===== src/rtl/rca_seq_pkg.sv =====
// Shared constants and state encoding for the time-shared 32-bit adder sequencer.
package rca_seq_pkg;

  localparam int RCA_WIDTH  = 32;
  localparam int RCA_SLICE  = 8;
  localparam int RCA_NSLICE = RCA_WIDTH / RCA_SLICE;
  localparam int RCA_CNT_W  = $clog2(RCA_NSLICE);

  typedef enum logic [1:0] {
    ST_IDLE = 2'd0,
    ST_BUSY = 2'd1,
    ST_DONE = 2'd2
  } state_e;

endpackage


===== src/rtl/rca_8bit.sv =====
// 8-bit ripple-carry adder slice; the combinational datapath shared by every pass.
module rca_8bit (
  input  logic [7:0] a,
  input  logic [7:0] b,
  input  logic       cin,
  output logic [7:0] sum,
  output logic       cout
);

  always_comb begin
    logic c;
    sum = '0;
    c   = cin;
    for (int i = 0; i < 8; i++) begin
      sum[i] = a[i] ^ b[i] ^ c;
      c      = (a[i] & b[i]) | (c & (a[i] ^ b[i]));
    end
    cout = c;
  end

endmodule


===== src/rtl/rr_arb2.sv =====
// Two-way round-robin grant: on a tie the requester that did not win last time is granted.
module rr_arb2 (
  input  logic valid0,
  input  logic valid1,
  input  logic last_grant,
  output logic grant0,
  output logic grant1
);

  always_comb begin
    grant0 = valid0 & (~valid1 | last_grant);
    grant1 = valid1 & (~valid0 | ~last_grant);
  end

endmodule


===== src/rtl/rca_slice_sequencer.sv =====
// Multi-cycle WIDTH-bit adder: two round-robin requesters share one 8-bit ripple slice,
// operands pass LSB byte first with the inter-slice carry held in a register.
module rca_slice_sequencer
  import rca_seq_pkg::*;
#(
  parameter int WIDTH = RCA_WIDTH,
  parameter int SLICE = RCA_SLICE
) (
  input  logic             clk,
  input  logic             rst_n,
  input  logic             req0_valid,
  output logic             req0_ready,
  input  logic [WIDTH-1:0] req0_a,
  input  logic [WIDTH-1:0] req0_b,
  input  logic             req0_cin,
  input  logic             req1_valid,
  output logic             req1_ready,
  input  logic [WIDTH-1:0] req1_a,
  input  logic [WIDTH-1:0] req1_b,
  input  logic             req1_cin,
  output logic             rsp_valid,
  input  logic             rsp_ready,
  output logic [WIDTH-1:0] rsp_sum,
  output logic             rsp_cout,
  output logic             rsp_id
);

  localparam int NSLICE = WIDTH / SLICE;
  localparam int CNT_W  = (NSLICE > 1) ? $clog2(NSLICE) : 1;
  localparam logic [CNT_W-1:0] CNT_LAST = CNT_W'(NSLICE - 1);

  state_e           state_q, state_d;
  logic [WIDTH-1:0] a_q, a_d;
  logic [WIDTH-1:0] b_q, b_d;
  logic [WIDTH-1:0] sum_q, sum_d;
  logic             carry_q, carry_d;
  logic [CNT_W-1:0] cnt_q, cnt_d;
  logic             id_q, id_d;
  logic             last_q, last_d;

  logic             grant0, grant1;
  logic             accept;
  logic [SLICE-1:0] slice_a, slice_b, slice_sum;
  logic             slice_cout;

  rr_arb2 u_arb (
    .valid0     (req0_valid),
    .valid1     (req1_valid),
    .last_grant (last_q),
    .grant0     (grant0),
    .grant1     (grant1)
  );

  always_comb begin
    slice_a = a_q[int'(cnt_q) * SLICE +: SLICE];
    slice_b = b_q[int'(cnt_q) * SLICE +: SLICE];
  end

  rca_8bit u_slice (
    .a    (slice_a),
    .b    (slice_b),
    .cin  (carry_q),
    .sum  (slice_sum),
    .cout (slice_cout)
  );

  always_ff @(posedge clk) begin
    if (!rst_n) begin
      state_q <= ST_IDLE;
    end else begin
      state_q <= state_d;
    end
  end

  always_comb begin
    state_d = state_q;
    case (state_q)
      ST_IDLE: if (accept)            state_d = ST_BUSY;
      ST_BUSY: if (cnt_q == CNT_LAST) state_d = ST_DONE;
      ST_DONE: if (rsp_ready)         state_d = ST_IDLE;
      default:                        state_d = ST_IDLE;
    endcase
  end

  // Readys only in IDLE, so a response handshake can never coincide with an acceptance.
  always_comb begin
    req0_ready = 1'b0;
    req1_ready = 1'b0;
    rsp_valid  = 1'b0;
    case (state_q)
      ST_IDLE: begin
        req0_ready = grant0;
        req1_ready = grant1;
      end
      ST_DONE: rsp_valid = 1'b1;
      default: ;
    endcase
  end

  assign accept = req0_ready | req1_ready;

  always_comb begin
    a_d     = a_q;
    b_d     = b_q;
    sum_d   = sum_q;
    carry_d = carry_q;
    cnt_d   = cnt_q;
    id_d    = id_q;
    last_d  = last_q;
    if (accept) begin
      a_d     = req1_ready ? req1_a   : req0_a;
      b_d     = req1_ready ? req1_b   : req0_b;
      carry_d = req1_ready ? req1_cin : req0_cin;
      cnt_d   = '0;
      id_d    = req1_ready;
      last_d  = req1_ready;
    end else if (state_q == ST_BUSY) begin
      sum_d[int'(cnt_q) * SLICE +: SLICE] = slice_sum;
      carry_d = slice_cout;
      cnt_d   = cnt_q + CNT_W'(1);
    end
  end

  always_ff @(posedge clk) begin
    if (!rst_n) begin
      sum_q   <= '0;
      carry_q <= 1'b0;
      cnt_q   <= '0;
      id_q    <= 1'b0;
      last_q  <= 1'b1;
    end else begin
      sum_q   <= sum_d;
      carry_q <= carry_d;
      cnt_q   <= cnt_d;
      id_q    <= id_d;
      last_q  <= last_d;
    end
  end

  // Operand holding registers are only meaningful after an acceptance, so they carry no reset.
  always_ff @(posedge clk) begin
    a_q <= a_d;
    b_q <= b_d;
  end

  assign rsp_sum  = sum_q;
  assign rsp_cout = carry_q;
  assign rsp_id   = id_q;

endmodule


===== config.mk =====
export PLATFORM = sky130hd
export DESIGN_NAME = rca_slice_sequencer
export DESIGN_NICKNAME = d
export VERILOG_FILES = /design/src/rtl/rca_seq_pkg.sv /design/src/rtl/rca_8bit.sv /design/src/rtl/rr_arb2.sv /design/src/rtl/rca_slice_sequencer.sv
export SDC_FILE = /design/constraint.sdc
export NUM_CORES = 1
export LEC_CHECK = 0
export ABC_AREA = 1
export CAP_MARGIN = 25
export CORE_UTILIZATION = 30
export DETAILED_ROUTE_END_ITERATION = 12
export MAX_ROUTING_LAYER = met4
export SYNTH_ARGS = -nofsm -noshare
export SYNTH_HDL_FRONTEND = slang
export SYNTH_HIERARCHICAL = 1
export SYNTH_SLANG_ARGS = --single-unit

===== constraint.sdc =====
create_clock -name clk -period 13.1 [get_ports clk]
set_input_delay 1.31 -clock clk [delete_from_list [all_inputs] [get_ports clk]]
set_output_delay 1.31 -clock clk [all_outputs]
set_load 0.02 [all_outputs]

==> results of run 1 <==
==> Yosys cell counts <==
library cell  instances
nand2_1             270
edfxtp_1             64
nor2_1               45
dfxtp_1              39
a21oi_1              35
o21ai_0              34
inv_1                29
o22ai_1              16
clkbuf_1             13
fa_1                  8
nor3_1                8
buf_6                 7
buf_2                 6
ha_1                  6
nand3_1               5
nor2_4                5
buf_4                 4
nand3_2               4
inv_2                 3
a21boi_2              1
a21oi_2               1
and3_1                1
clkinv_1              1
nand2_2               1
o21a_1                1
or2_2                 1
xor2_1                1
==> metal layers <==
layer / wire length (µm) / global-route usage (%) / vias to the layer above / share of wire [%]
met2: 6280 / 25.8 / 126 / 48
met1: 6020 / 20.0 / 1910 / 46
li1: - / - / 2283 / -
met3: 665 / 3.38 / 9 / 5.1
met5: 0 / - / - / 0
met4: 143 / 4.21 / 0 / 1.1
==> power by group through the flow <==
stage | combinational (mW) | sequential (mW) | clock, mW
after floorplan | 0.108 | 0.406 | 0
after global placement | 0.194 | 0.408 | 0
after detailed placement | 0.195 | 0.408 | 0
after CTS | 0.195 | 0.401 | 0.264
after global routing | 0.219 | 0.403 | 0.275
final | 0.195 | 0.400 | 0.259
==> through the flow <==
stage          hold slack [ns]  instance area [µm²]  utilization [%]  setup WS [ns]
2_1_floorplan            0.471                 5090                -           8.66
3_3_place_gp             0.454                 6930             41.8           8.11
3_5_place_dp             0.456                 6930             41.8           8.02
4_1_cts                  0.466                 7220             43.5           8.01
5_1_grt                  0.484                 7240             43.7           7.62
6_report                 0.466                 7240             43.7           8.01
==> state kept, by name (all words and copies together) (netlist names) <==
register / cells
a_q: 32
b_q: 32
rsp_sum: 32
cnt_q: 2
state_q: 2
last_q: 1
rsp_cout: 1
rsp_id: 1
==> layout make-up <==
| cell class | count | share of cell area [%] |
|---|---|---|
| clock buffers | 12 | 3.70 |
| clock inverters | 4 | 0.363 |
| inverters | 33 | 1.71 |
| multi-input cells | 443 | 28.8 |
| flip-flops and latches | 103 | 37.3 |
| well taps | 220 | 3.80 |
| repair buffers | 176 | 24.3 |
==> cell families (layout without fill, tap and decap cells) <==
logic type	count (synthesis)	count (layout)	synth area share [%]
and+or+nand+nor	340	340	26.8
adders and majority gates	14	14	4.62
buffers and inverters	63	225	6.12
xor gates and xnor gates	1	1	0.172
AOI/OAI and AO/OA	88	88	9.29
DFF	103	103	53.1
==> worst register-to-register path, cell delays in order, from the launching register on <==
cell     delay [ns]
dfxtp_1        0.71
inv_1          0.43
o21ai_0        0.18
o22ai_1        0.12
fa_1           0.41
inv_1          0.07
fa_1           0.16
inv_1          0.05
fa_1           0.37
fa_1           0.39
fa_1           0.40
fa_1           0.41
fa_1           0.39
inv_1          0.08
fa_1           0.40
inv_1          0.08
nand2_1        0.07
nor2_1         0.12
nand2_1        0.07
a21oi_1        0.13
==> worst paths after layout <==
check / from / endpoint / slack, ns / cells past startpoint
worst max-delay path: cnt_q[1] / rsp_sum[31] / 8.01 / 19
worst min-delay path: rsp_id / rsp_id / 0.47 / 2
worst max register to register: cnt_q[1] / rsp_sum[31] / 8.01 / 19
worst min register to register: rsp_id / rsp_id / 0.47 / 2
==> flow_summary.html, run 1 <==
<table>
<tr><th>Metric</th><th>Value</th></tr>
<tr><th colspan="2">Yosys</th></tr>
<tr><td>Cell type with the largest total area after synthesis</td><td>edfxtp_1</td></tr>
<tr><td>Post-synthesis cell type count</td><td>27</td></tr>
<tr><td>Yosys warnings</td><td>6</td></tr>
<tr><td>Avg Cell Area, Syn</td><td>8.36 µm²</td></tr>
<tr><td>Post-synthesis instance area</td><td>5090 µm²</td></tr>
<tr><td>Share of Yosys cell area claimed by the top area cell type</td><td>a little under two fifths</td></tr>
<tr><td>Top cells by area, synth</td><td>edfxtp_1 (38%), nand2_1 (20%), dfxtp_1 (15%)</td></tr>
<tr><td>Gate Count Post-Synth</td><td>609</td></tr>
<tr><td>Number of synthesized register bits</td><td>103</td></tr>
<tr><td>Synthesized netlist net count</td><td>roughly 760</td></tr>
<tr><td>Register area share after synthesis</td><td>a little over half</td></tr>
<tr><th colspan="2">Layout</th></tr>
<tr><td>Area Overhead vs Synth</td><td>42.1%</td></tr>
<tr><td>Diodes inserted</td><td>0</td></tr>
<tr><td>Most frequent standard cell in the layout excluding fill and tap cells</td><td>nand2_1</td></tr>
<tr><td>Area occupied by registers</td><td>~2700 µm²</td></tr>
<tr><td>Number of filler instances in the final layout</td><td>approximately 1700</td></tr>
<tr><td>Final instance count without filler cells</td><td>roughly 990</td></tr>
<tr><td>Share of cells above drive strength 1</td><td>about 4.7%</td></tr>
<tr><td>Fin nets</td><td>slightly above 900</td></tr>
<tr><td>Highest-count cells in the layout ignoring fill and taps</td><td>nand2_1 (269), clkdlybuf4s50_1 (171), edfxtp_1 (64), nor2_1 (45), dfxtp_1 (39)</td></tr>
<tr><td>Footprint of the multi-input gates</td><td>~2100 µm²</td></tr>
<tr><th colspan="2">CTS</th></tr>
<tr><td>Quantity of hold-fixing buffers added after cts</td><td>0</td></tr>
<tr><td>Root cell of the clock tree</td><td>clkbuf_16</td></tr>
<tr><td>Number of buffers added for setup after CTS</td><td>0</td></tr>
<tr><td>Clock input transition at the sequential cells of the worst setup and hold paths</td><td>approximately 0.06 ns</td></tr>
<tr><td>Number of H-tree branching levels</td><td>3</td></tr>
<tr><td>Post-CTS sizing</td><td>0</td></tr>
<tr><td>Sink count of the clock tree</td><td>slightly above 100</td></tr>
<tr><td>Clock insertion delay at the later pin of the skew report</td><td>between 0.3 and 0.4 ns</td></tr>
<tr><td>Clock tree from TritonCTS</td><td>yes</td></tr>
<tr><td>Clock Tree Buf Depth</td><td>2</td></tr>
<tr><td>Num CTS Buffers</td><td>9</td></tr>
<tr><th colspan="2">Setup path</th></tr>
<tr><td>Crit path arrival time</td><td>between 5 and 6 ns</td></tr>
<tr><td>Longest individual stage delay on the worst path</td><td>roughly 0.7 ns</td></tr>
<tr><td>Startpoint class of the critical path</td><td>register</td></tr>
<tr><td>Buffer and inverter count on the worst path</td><td>5</td></tr>
<tr><td>Worst path slowest cell</td><td>dfxtp_1</td></tr>
<tr><td>Critical path peak fanout</td><td>21</td></tr>
<tr><td>Ordered list of cells on the worst path</td><td>inv_1 -&gt; o21ai_0 -&gt; o22ai_1 -&gt; fa_1 -&gt; inv_1 -&gt; fa_1 -&gt; inv_1 -&gt; fa_1 -&gt; fa_1 -&gt; fa_1 -&gt; fa_1 -&gt; fa_1 -&gt; inv_1 -&gt; fa_1 -&gt; inv_1 -&gt; nand2_1 -&gt; nor2_1 -&gt; nand2_1 -&gt; a21oi_1</td></tr>
<tr><td>Category of cells accounting for the largest share of critical-path delay</td><td>adder cells</td></tr>
<tr><td>CP endpoint kind</td><td>register</td></tr>
<tr><td>Most common cell type on the critical path</td><td>fa_1</td></tr>
<tr><td>Required time of the critical path</td><td>13.37 ns</td></tr>
<tr><td>Start-to-end type of the worst setup path</td><td>register to register</td></tr>
<tr><th colspan="2">Power</th></tr>
<tr><td>Relative contribution of sequential cells to total power</td><td>between 40% and 50%</td></tr>
<tr><td>Leakage component of the power</td><td>a little under 3 nW</td></tr>
<tr><td>Share of power burned in combinational logic</td><td>a little under a quarter</td></tr>
<tr><td>Proportion of power drawn by the clock network</td><td>between 30% and 40%</td></tr>
<tr><td>Int Pwr</td><td>roughly 0.62 mW</td></tr>
<tr><td>Areal power density over the cells</td><td>~120 nW/µm²</td></tr>
<tr><td>Switching Share</td><td>between 20% and 30%</td></tr>
<tr><td>Overall power</td><td>between 0.8 and 0.9 mW</td></tr>
<tr><td>Sw power</td><td>approximately 0.24 mW</td></tr>
<tr><td>Peak ir drop on the vdd network</td><td>between 0.07 and 0.08 mV</td></tr>
<tr><th colspan="2">Drt</th></tr>
<tr><td>Via count normalized by instance count</td><td>approximately 4.4</td></tr>
<tr><td>Number of design rule violations left after detail routing</td><td>0</td></tr>
<tr><td>DR WL/cell</td><td>roughly 13 µm</td></tr>
<tr><td>DRT Wirelength</td><td>13.1 mm</td></tr>
<tr><td>Detailed router's first-iteration violation count</td><td>between 300 and 400</td></tr>
<tr><td>Detailed Routing Iterations Pass 1</td><td>4</td></tr>
<tr><td>Vias after detailed routing</td><td>4328</td></tr>
<tr><td>Number of nets with antenna violations after routing</td><td>0</td></tr>
<tr><th colspan="2">Hold path</th></tr>
<tr><td>Tightest Hold Check Type</td><td>register to register</td></tr>
<tr><th colspan="2">Global routing</th></tr>
<tr><td>Wire length of the first global-routing pass</td><td>between 20 and 25 mm</td></tr>
<tr><td>Pin count of the biggest net entering global routing</td><td>~70</td></tr>
<tr><td>Number of global-route vias before repair</td><td>~4200</td></tr>
<tr><td>Aggregate global routing overflow</td><td>0</td></tr>
<tr><td>Number of antenna violations at the first check in global routing</td><td>0</td></tr>
<tr><td>GRT Total Usage</td><td>about 16%</td></tr>
<tr><th colspan="2">STA</th></tr>
<tr><td>Unrepaired setup endpoints after global routing</td><td>false</td></tr>
<tr><td>Peak clock frequency supported by timing</td><td>about 0.2 GHz</td></tr>
<tr><td>Final hold violation count</td><td>0</td></tr>
<tr><td>Worst slew pin tran</td><td>~0.72 ns</td></tr>
<tr><td>Worst-case headroom to the max-slew limit</td><td>52.0%</td></tr>
<tr><td>Final setup skew</td><td>about 0.0085 ns</td></tr>
<tr><td>Min cycle time layout</td><td>around 5 ns</td></tr>
<tr><td>Final-report setup violation count</td><td>0</td></tr>
<tr><td>Accumulated negative setup slack</td><td>0 ns</td></tr>
<tr><td>Share of the clock period used by the worst path</td><td>slightly below 40%</td></tr>
<tr><td>Number of max-slew violations in the final report</td><td>0</td></tr>
<tr><th colspan="2">Placed design</th></tr>
<tr><td>Total instance count after detailed placement</td><td>974</td></tr>
<tr><td>DPL Wire Length</td><td>9.96 mm</td></tr>
<tr><td>Count of input and output buffers</td><td>about 170</td></tr>
<tr><td>Final weighted congestion in routability-driven placement</td><td>just under 0.8</td></tr>
<tr><th colspan="2">Outcome</th></tr>
<tr><td>Outcome</td><td>completed</td></tr>
<tr><th colspan="2">Floorplanning</th></tr>
<tr><td>Die width</td><td>roughly 130 µm</td></tr>
<tr><td>Core Area</td><td>about 17000 µm²</td></tr>
<tr><td>Die Height</td><td>about 130 µm</td></tr>
<tr><td>Die area</td><td>17500 µm²</td></tr>
<tr><td>Initial Util</td><td>30.7%</td></tr>
<tr><td>Number of top-level pins</td><td>about 170</td></tr>
<tr><td>Row cnt</td><td>47</td></tr>
<tr><th colspan="2">Flow run</th></tr>
<tr><td>Count of max-cap constraint violations</td><td>0</td></tr>
</table>
(Power assumes the default switching activity.)
==> run 2, diff against run 1 <==
Clock period 13.1 ns to 4.85 ns, I/O delays scaled along.
==> run 2 against run 1 <==
  * First-iteration DRC count decreased by 13%
  * Cell count increased by 0.81%
  * Global-route usage increased by 0.39 points
  * Sequential share of layout area decreased by 0.35 points
  * Final area increased by 0.99%
  * Critical endpoint is now rsp_sum[15]
  * Power increased to 2.7 times the previous value
  * Critical path depth unchanged
  * Clock power increased to 2.7 times the previous value
  * Worst hold slack got worse by 0.0015 ns
  * Via count about the same
  * Clock skew about the same
  * Fmax increased by 15%
==> flow_summary.html, run 2 (synthesis gave the netlist of run 1 again) <==
<table>
<tr><th>Metric</th><th>Value</th></tr>
<tr><th colspan="2">STA</th></tr>
<tr><td>Min cycle time layout</td><td>approximately 4.4 ns</td></tr>
<tr><td>Unrepaired setup endpoints after global routing</td><td>false</td></tr>
<tr><td>Final hold violation count</td><td>0</td></tr>
<tr><td>Worst-case headroom to the max-slew limit</td><td>about 53%</td></tr>
<tr><td>Crit path setup slack, layout</td><td>around 0.41 ns</td></tr>
<tr><td>Accumulated negative setup slack</td><td>0 ns</td></tr>
<tr><td>Worst slew pin tran</td><td>approximately 0.70 ns</td></tr>
<tr><td>Final setup skew</td><td>0.00850 ns</td></tr>
<tr><td>Final-report setup violation count</td><td>0</td></tr>
<tr><td>Share of the clock period used by the worst path</td><td>between 90% and 100%</td></tr>
<tr><td>Worst Hold Slack</td><td>about 0.46 ns</td></tr>
<tr><td>Number of max-slew violations in the final report</td><td>0</td></tr>
<tr><td>Peak clock frequency supported by timing</td><td>~0.23 GHz</td></tr>
<tr><th colspan="2">Drt</th></tr>
<tr><td>Via count normalized by instance count</td><td>4.33</td></tr>
<tr><td>Vias after detailed routing</td><td>4329</td></tr>
<tr><td>Number of design rule violations left after detail routing</td><td>0</td></tr>
<tr><td>Number of nets with antenna violations after routing</td><td>0</td></tr>
<tr><td>DR WL/cell</td><td>13.3 µm</td></tr>
<tr><td>Detailed Routing Iterations Pass 1</td><td>4</td></tr>
<tr><td>DRT Wirelength</td><td>approximately 13 mm</td></tr>
<tr><td>Detailed router's first-iteration violation count</td><td>293</td></tr>
<tr><th colspan="2">CTS</th></tr>
<tr><td>Number of buffers added for setup after CTS</td><td>0</td></tr>
<tr><td>Clock Tree Buf Depth</td><td>2</td></tr>
<tr><td>Num CTS Buffers</td><td>9</td></tr>
<tr><td>Root cell of the clock tree</td><td>clkbuf_16</td></tr>
<tr><td>Post-CTS sizing</td><td>0</td></tr>
<tr><td>Clock tree from TritonCTS</td><td>yes</td></tr>
<tr><td>Quantity of hold-fixing buffers added after cts</td><td>0</td></tr>
<tr><td>Clock input transition at the sequential cells of the worst setup and hold paths</td><td>0.07 ns</td></tr>
<tr><td>Sink count of the clock tree</td><td>103</td></tr>
<tr><td>Clock insertion delay at the later pin of the skew report</td><td>roughly 0.34 ns</td></tr>
<tr><td>Number of H-tree branching levels</td><td>3</td></tr>
<tr><th colspan="2">Outcome</th></tr>
<tr><td>Outcome</td><td>completed</td></tr>
<tr><th colspan="2">Floorplanning</th></tr>
<tr><td>Number of top-level pins</td><td>around 170</td></tr>
<tr><td>Die area</td><td>17500 µm²</td></tr>
<tr><td>Die Height</td><td>132 µm</td></tr>
<tr><td>Die width</td><td>roughly 130 µm</td></tr>
<tr><td>Row cnt</td><td>47</td></tr>
<tr><td>Initial Util</td><td>slightly above 30%</td></tr>
<tr><td>Core Area</td><td>about 17000 µm²</td></tr>
<tr><th colspan="2">Placed design</th></tr>
<tr><td>Post-place setup slack</td><td>roughly 0.24 ns</td></tr>
<tr><td>Count of input and output buffers</td><td>roughly 170</td></tr>
<tr><td>DPL Wire Length</td><td>slightly above 10 mm</td></tr>
<tr><td>Final weighted congestion in routability-driven placement</td><td>about 0.87</td></tr>
<tr><td>Placement Cell Area</td><td>6980 µm²</td></tr>
<tr><td>Total instance count after detailed placement</td><td>between 900 and 1000</td></tr>
<tr><th colspan="2">Power</th></tr>
<tr><td>Int Pwr</td><td>about 1.7 mW</td></tr>
<tr><td>Share of power burned in combinational logic</td><td>a little under a quarter</td></tr>
<tr><td>Proportion of power drawn by the clock network</td><td>30.3%</td></tr>
<tr><td>Leakage component of the power</td><td>approximately 2.9 nW</td></tr>
<tr><td>Areal power density over the cells</td><td>317 nW/µm²</td></tr>
<tr><td>Relative contribution of sequential cells to total power</td><td>46.6%</td></tr>
<tr><td>Overall power</td><td>approximately 2.3 mW</td></tr>
<tr><td>Sw power</td><td>between 0.6 and 0.7 mW</td></tr>
<tr><td>Peak ir drop on the vdd network</td><td>around 0.19 mV</td></tr>
<tr><td>Switching Share</td><td>between 20% and 30%</td></tr>
<tr><th colspan="2">Layout</th></tr>
<tr><td>Final instance count without filler cells</td><td>999</td></tr>
<tr><td>Post-layout utilization of the core</td><td>between 40% and 50%</td></tr>
<tr><td>Area Overhead vs Synth</td><td>43.5%</td></tr>
<tr><td>Number of filler instances in the final layout</td><td>about 1700</td></tr>
<tr><td>Fin nets</td><td>between 900 and 1000</td></tr>
<tr><td>Share of cells above drive strength 1</td><td>approximately 5.6%</td></tr>
<tr><td>Most frequent standard cell in the layout excluding fill and tap cells</td><td>nand2_1</td></tr>
<tr><td>Diodes inserted</td><td>0</td></tr>
<tr><td>Highest-count cells in the layout ignoring fill and taps</td><td>nand2_1 (269), clkdlybuf4s50_1 (171), edfxtp_1 (64), nor2_1 (45), dfxtp_1 (38)</td></tr>
<tr><td>Non-Filler Cell Area, Final</td><td>7310 µm²</td></tr>
<tr><th colspan="2">Setup path</th></tr>
<tr><td>Worst reg-to-reg path cell count</td><td>19</td></tr>
<tr><td>Start-to-end type of the worst setup path</td><td>register to register</td></tr>
<tr><td>Crit path arrival time</td><td>4.72 ns</td></tr>
<tr><td>CP endpoint kind</td><td>register</td></tr>
<tr><td>Critical path peak fanout</td><td>20</td></tr>
<tr><td>Endpoint of the worst-slack reg-to-reg timing path</td><td>rsp_sum[15]</td></tr>
<tr><td>R2r startpoint</td><td>cnt_q[0]</td></tr>
<tr><td>Startpoint class of the critical path</td><td>register</td></tr>
<tr><td>Critical Path Sink</td><td>rsp_sum[15]</td></tr>
<tr><td>First element of the critical path</td><td>cnt_q[0]</td></tr>
<tr><td>Internal reg-to-reg setup slack</td><td>approximately 0.41 ns</td></tr>
<tr><td>Required time of the critical path</td><td>just over 5 ns</td></tr>
<tr><th colspan="2">Global routing</th></tr>
<tr><td>GRT Total Usage</td><td>roughly 16%</td></tr>
<tr><td>Number of global-route vias before repair</td><td>4102</td></tr>
<tr><td>Number of antenna violations at the first check in global routing</td><td>0</td></tr>
<tr><td>Aggregate global routing overflow</td><td>0</td></tr>
<tr><td>Pin count of the biggest net entering global routing</td><td>70</td></tr>
<tr><td>Wire length of the first global-routing pass</td><td>~22 mm</td></tr>
<tr><th colspan="2">Flow run</th></tr>
<tr><td>Count of max-cap constraint violations</td><td>0</td></tr>
<tr><th colspan="2">Hold path</th></tr>
<tr><td>Hold path startpoint</td><td>rsp_sum[20]</td></tr>
<tr><td>Tightest Hold Check Type</td><td>register to register</td></tr>
</table>
run 2: cell types whose count changed in the layout (fill, tap and decap cells not counted):
cell       delta
buf_12        +1
buf_4         +7
bufinv_16     +1
clkbuf_1      +1
clkbuf_16     -1
clkbuf_8      -1
dfxtp_1       -1
dfxtp_2       +1
inv_2         -1
inv_4         +1
run 2: layer usage:
metal  routed length, µm  global-route usage (%)
met2                6190                    25.6
met5                   0                       -
met3                 525                    3.34
met4                 123                    3.83
met1                6440                    21.4
run 2: final cells by class:
class / instances / area (µm²) / area share (%)
Sequential cell: 103 / 2700 / 37.0
Clock inverter: 5 / 56.3 / 0.770
Clock buffer: 11 / 233 / 3.18
Inverter: 33 / 126 / 1.73
Timing Repair Buffer: 184 / 1830 / 25.1
Multi-Input combinational cell: 443 / 2080 / 28.5
Tap cell: 220 / 275 / 3.77
run 2: power groups by stage:
stage	clock [mW]	sequential (mW)	combinational, mW
final	0.703	1.08	0.533
after global routing	0.758	1.09	0.605
after CTS	0.719	1.08	0.531
after detailed placement	0	1.10	0.531
after global placement	0	1.10	0.525
after floorplan	0	1.10	0.292
run 2: how the worst min path moves through the flow:
| stage | end | depth (start not counted) |
|---|---|---|
| 3_3_place_gp | rsp_sum[21] | 2 |
| 5_1_grt | rsp_id | 2 |
| 4_1_cts | rsp_sum[12] | 2 |
| 3_5_place_dp | rsp_sum[12] | 2 |
| 6_report | rsp_sum[20] | 2 |
| 2_1_floorplan | last_q | 2 |
run 2: worst max-delay path, cell delays in order, from the launching register on:
cell     delay [ns]
dfxtp_2        0.43
inv_4          0.12
o21ai_0        0.16
o22ai_1        0.12
fa_1           0.42
inv_1          0.08
fa_1           0.16
inv_1          0.05
fa_1           0.39
fa_1           0.39
fa_1           0.39
fa_1           0.39
fa_1           0.37
inv_1          0.07
fa_1           0.40
inv_1          0.08
nand2_1        0.07
nor2_1         0.12
nand2_1        0.07
a21oi_1        0.11
==> run 3, diff against run 2 <==
--- a/config.mk
+++ b/config.mk
@@ -11,2 +11,3 @@
 export DETAILED_ROUTE_END_ITERATION = 12
+export DONT_BUFFER_PORTS = 1
 export MAX_ROUTING_LAYER = met4
==> constraint.sdc (replaced) <==
create_clock -name clk -period 4.85 [get_ports clk]
set_input_delay 0.97 -clock clk [delete_from_list [all_inputs] [get_ports clk]]
set_output_delay 0.97 -clock clk [all_outputs]
set_load 0.02 [all_outputs]
==> run 3 against run 2 <==
  * Clock power is 7.7% lower
  * Power down 7.6%
  * Clock-buffer cell count shrank 2
  * Register-to-register slack improved by 0.04 ns
  * Cell count decreased by 17%
  * Via count shrank 12%
  * Critical path depth stayed put
  * Global-route usage fell by 1.5 points
  * Core utilization is 10 points lower
==> flow_summary.html, run 3 (synthesis gave the netlist of run 1 again) <==
<table>
<tr><th>Metric</th><th>Value</th></tr>
<tr><th colspan="2">Drt</th></tr>
<tr><td>Vias after detailed routing</td><td>roughly 3800</td></tr>
<tr><td>DRT Wirelength</td><td>~12 mm</td></tr>
<tr><td>DR WL/cell</td><td>between 10 and 15 µm</td></tr>
<tr><td>Via count normalized by instance count</td><td>between 4 and 5</td></tr>
<tr><td>Detailed router's first-iteration violation count</td><td>around 200</td></tr>
<tr><td>Number of nets with antenna violations after routing</td><td>0</td></tr>
<tr><td>Detailed Routing Iterations Pass 1</td><td>5</td></tr>
<tr><td>Number of design rule violations left after detail routing</td><td>0</td></tr>
<tr><th colspan="2">Layout</th></tr>
<tr><td>Most frequent standard cell in the layout excluding fill and tap cells</td><td>nand2_1</td></tr>
<tr><td>Share of cells above drive strength 1</td><td>around 7.1%</td></tr>
<tr><td>Final instance count without filler cells</td><td>roughly 830</td></tr>
<tr><td>Area Overhead vs Synth</td><td>9.41%</td></tr>
<tr><td>Fin nets</td><td>~750</td></tr>
<tr><td>Diodes inserted</td><td>0</td></tr>
<tr><td>Highest-count cells in the layout ignoring fill and taps</td><td>nand2_1 (269), edfxtp_1 (64), nor2_1 (45), dfxtp_1 (38), a21oi_1 (35)</td></tr>
<tr><th colspan="2">Floorplanning</th></tr>
<tr><td>Initial Util</td><td>30.7%</td></tr>
<tr><td>Core Area</td><td>approximately 17000 µm²</td></tr>
<tr><td>Die Height</td><td>132 µm</td></tr>
<tr><td>Die area</td><td>about 18000 µm²</td></tr>
<tr><td>Die width</td><td>between 100 and 150 µm</td></tr>
<tr><td>Number of top-level pins</td><td>172</td></tr>
<tr><td>Row cnt</td><td>47</td></tr>
<tr><th colspan="2">Power</th></tr>
<tr><td>Areal power density over the cells</td><td>~380 nW/µm²</td></tr>
<tr><td>Leakage component of the power</td><td>between 2 and 2.5 nW</td></tr>
<tr><td>Peak ir drop on the vdd network</td><td>approximately 0.21 mV</td></tr>
<tr><td>Overall power</td><td>roughly 2.1 mW</td></tr>
<tr><th colspan="2">CTS</th></tr>
<tr><td>Clock insertion delay at the later pin of the skew report</td><td>approximately 0.35 ns</td></tr>
<tr><td>Num CTS Buffers</td><td>9</td></tr>
<tr><td>Number of H-tree branching levels</td><td>3</td></tr>
<tr><td>Clock tree from TritonCTS</td><td>yes</td></tr>
<tr><td>Clock input transition at the sequential cells of the worst setup and hold paths</td><td>about 0.070 ns</td></tr>
<tr><td>Quantity of hold-fixing buffers added after cts</td><td>0</td></tr>
<tr><td>Clock Tree Buf Depth</td><td>2</td></tr>
<tr><td>Number of buffers added for setup after CTS</td><td>0</td></tr>
<tr><td>Sink count of the clock tree</td><td>roughly 100</td></tr>
<tr><td>Root cell of the clock tree</td><td>clkbuf_16</td></tr>
<tr><th colspan="2">STA</th></tr>
<tr><td>Worst slew pin tran</td><td>0.814 ns</td></tr>
<tr><td>Share of the clock period used by the worst path</td><td>around 91%</td></tr>
<tr><td>Unrepaired setup endpoints after global routing</td><td>false</td></tr>
<tr><td>Crit path setup slack, layout</td><td>about 0.45 ns</td></tr>
<tr><td>Number of max-slew violations in the final report</td><td>0</td></tr>
<tr><td>Final setup skew</td><td>~0.0090 ns</td></tr>
<tr><td>Worst-case headroom to the max-slew limit</td><td>45.6%</td></tr>
<tr><td>Worst Hold Slack</td><td>~0.5 ns</td></tr>
<tr><td>Min cycle time layout</td><td>around 4.4 ns</td></tr>
<tr><td>Final-report setup violation count</td><td>0</td></tr>
<tr><td>Final hold violation count</td><td>0</td></tr>
<tr><td>Peak clock frequency supported by timing</td><td>between 0.2 and 0.25 GHz</td></tr>
<tr><td>Accumulated negative setup slack</td><td>0 ns</td></tr>
<tr><th colspan="2">Setup path</th></tr>
<tr><td>Required time of the critical path</td><td>5.13 ns</td></tr>
<tr><td>Internal reg-to-reg setup slack</td><td>between 0.4 and 0.5 ns</td></tr>
<tr><td>Ordered list of cells on the worst path</td><td>inv_2 -&gt; o21ai_0 -&gt; o22ai_1 -&gt; fa_1 -&gt; inv_1 -&gt; fa_1 -&gt; inv_1 -&gt; fa_1 -&gt; fa_1 -&gt; fa_1 -&gt; fa_1 -&gt; fa_1 -&gt; inv_1 -&gt; fa_1 -&gt; inv_1 -&gt; nand2_1 -&gt; nor2_1 -&gt; nand2_1 -&gt; a21oi_1</td></tr>
<tr><td>Longest individual stage delay on the worst path</td><td>between 0.4 and 0.5 ns</td></tr>
<tr><td>Start-to-end type of the worst setup path</td><td>register to register</td></tr>
<tr><td>Crit path arrival time</td><td>roughly 4.7 ns</td></tr>
<tr><td>Critical path peak fanout</td><td>11</td></tr>
<tr><td>Most common cell type on the critical path</td><td>fa_1</td></tr>
<tr><td>CP endpoint kind</td><td>register</td></tr>
<tr><td>Startpoint class of the critical path</td><td>register</td></tr>
<tr><td>Worst path slowest cell</td><td>fa_1</td></tr>
<tr><th colspan="2">Global routing</th></tr>
<tr><td>Pin count of the biggest net entering global routing</td><td>70</td></tr>
<tr><td>Number of antenna violations at the first check in global routing</td><td>0</td></tr>
<tr><td>Wire length of the first global-routing pass</td><td>18.8 mm</td></tr>
<tr><td>Aggregate global routing overflow</td><td>0</td></tr>
<tr><td>GRT Total Usage</td><td>14.7%</td></tr>
<tr><td>Number of global-route vias before repair</td><td>3572</td></tr>
<tr><th colspan="2">Flow run</th></tr>
<tr><td>Count of max-cap constraint violations</td><td>0</td></tr>
<tr><th colspan="2">Placed design</th></tr>
<tr><td>DPL Wire Length</td><td>9.12 mm</td></tr>
<tr><td>Post-place setup slack</td><td>around 0.27 ns</td></tr>
<tr><td>Count of input and output buffers</td><td>0</td></tr>
<tr><td>Total instance count after detailed placement</td><td>slightly above 800</td></tr>
<tr><td>Final weighted congestion in routability-driven placement</td><td>around 0.79</td></tr>
<tr><th colspan="2">Hold path</th></tr>
<tr><td>Tightest Hold Check Type</td><td>register to register</td></tr>
<tr><th colspan="2">Outcome</th></tr>
<tr><td>Outcome</td><td>completed</td></tr>
</table>
run 3: cell types whose count changed in the layout (fill, tap and decap cells not counted), sizes merged:
cell           delta
clkdlybuf4s50   -171
clkbuf            -2
clkinvlp          +2
buf               -1
bufinv            -1
run 3: per-layer routing:
metal / global-route usage [%] / share of wire, % / wire length, µm / up-vias
met5: - / 0 / 0 / -
met4: 4.60 / 1.7 / 202 / 0
met3: 5.34 / 7.4 / 895 / 19
met2: 23.0 / 46 / 5570 / 151
met1: 17.7 / 45 / 5430 / 1710
li1: - / - / - / 1950
run 3: metrics by stage:
step	utilization [%]	cell area [µm²]
6_report	33.6	5570
5_1_grt	33.6	5570
4_1_cts	33.5	5550
3_5_place_dp	31.9	5290
3_3_place_gp	31.7	5260
2_1_floorplan	-	5090
run 3: final cells by class:
type	count	area [µm²]
Clock inverter	6	37.5
Sequential cell	103	2710
Multi-Input combinational cell	443	2080
Tap cell	220	275
Clock buffer	9	225
Fill cell	1761	11000
Timing Repair Buffer	12	123
Inverter	33	124
run 3: final timing paths:
path,start,end,depth (start not counted)
max reg2reg,cnt_q[0],rsp_sum[31],19
min reg2reg,last_q,last_q,2
min,last_q,last_q,2
max,cnt_q[0],rsp_sum[31],19
run 3: power breakdown:
part	switching, mW	internal (mW)
combinational	0.267	0.126
clock	0.307	0.343
sequential	0.0582	1.04
run 3: critical path, delay by kind of cell, from the launching register on:
family	cells	cell delay, ns
AO/OA/AOI/OAI	3	0.39
AND/OR/NAND/NOR	3	0.26
buffers and inverters	5	0.36
adder cells (fa/ha/maj)	8	2.92
flip-flops	1	0.41
run 3: repair_timing:
action | CTS | global route
setup endpoints to repair | 0 | 2
hold endpoints to repair | 0 | 0
resized for setup | 0 | 2
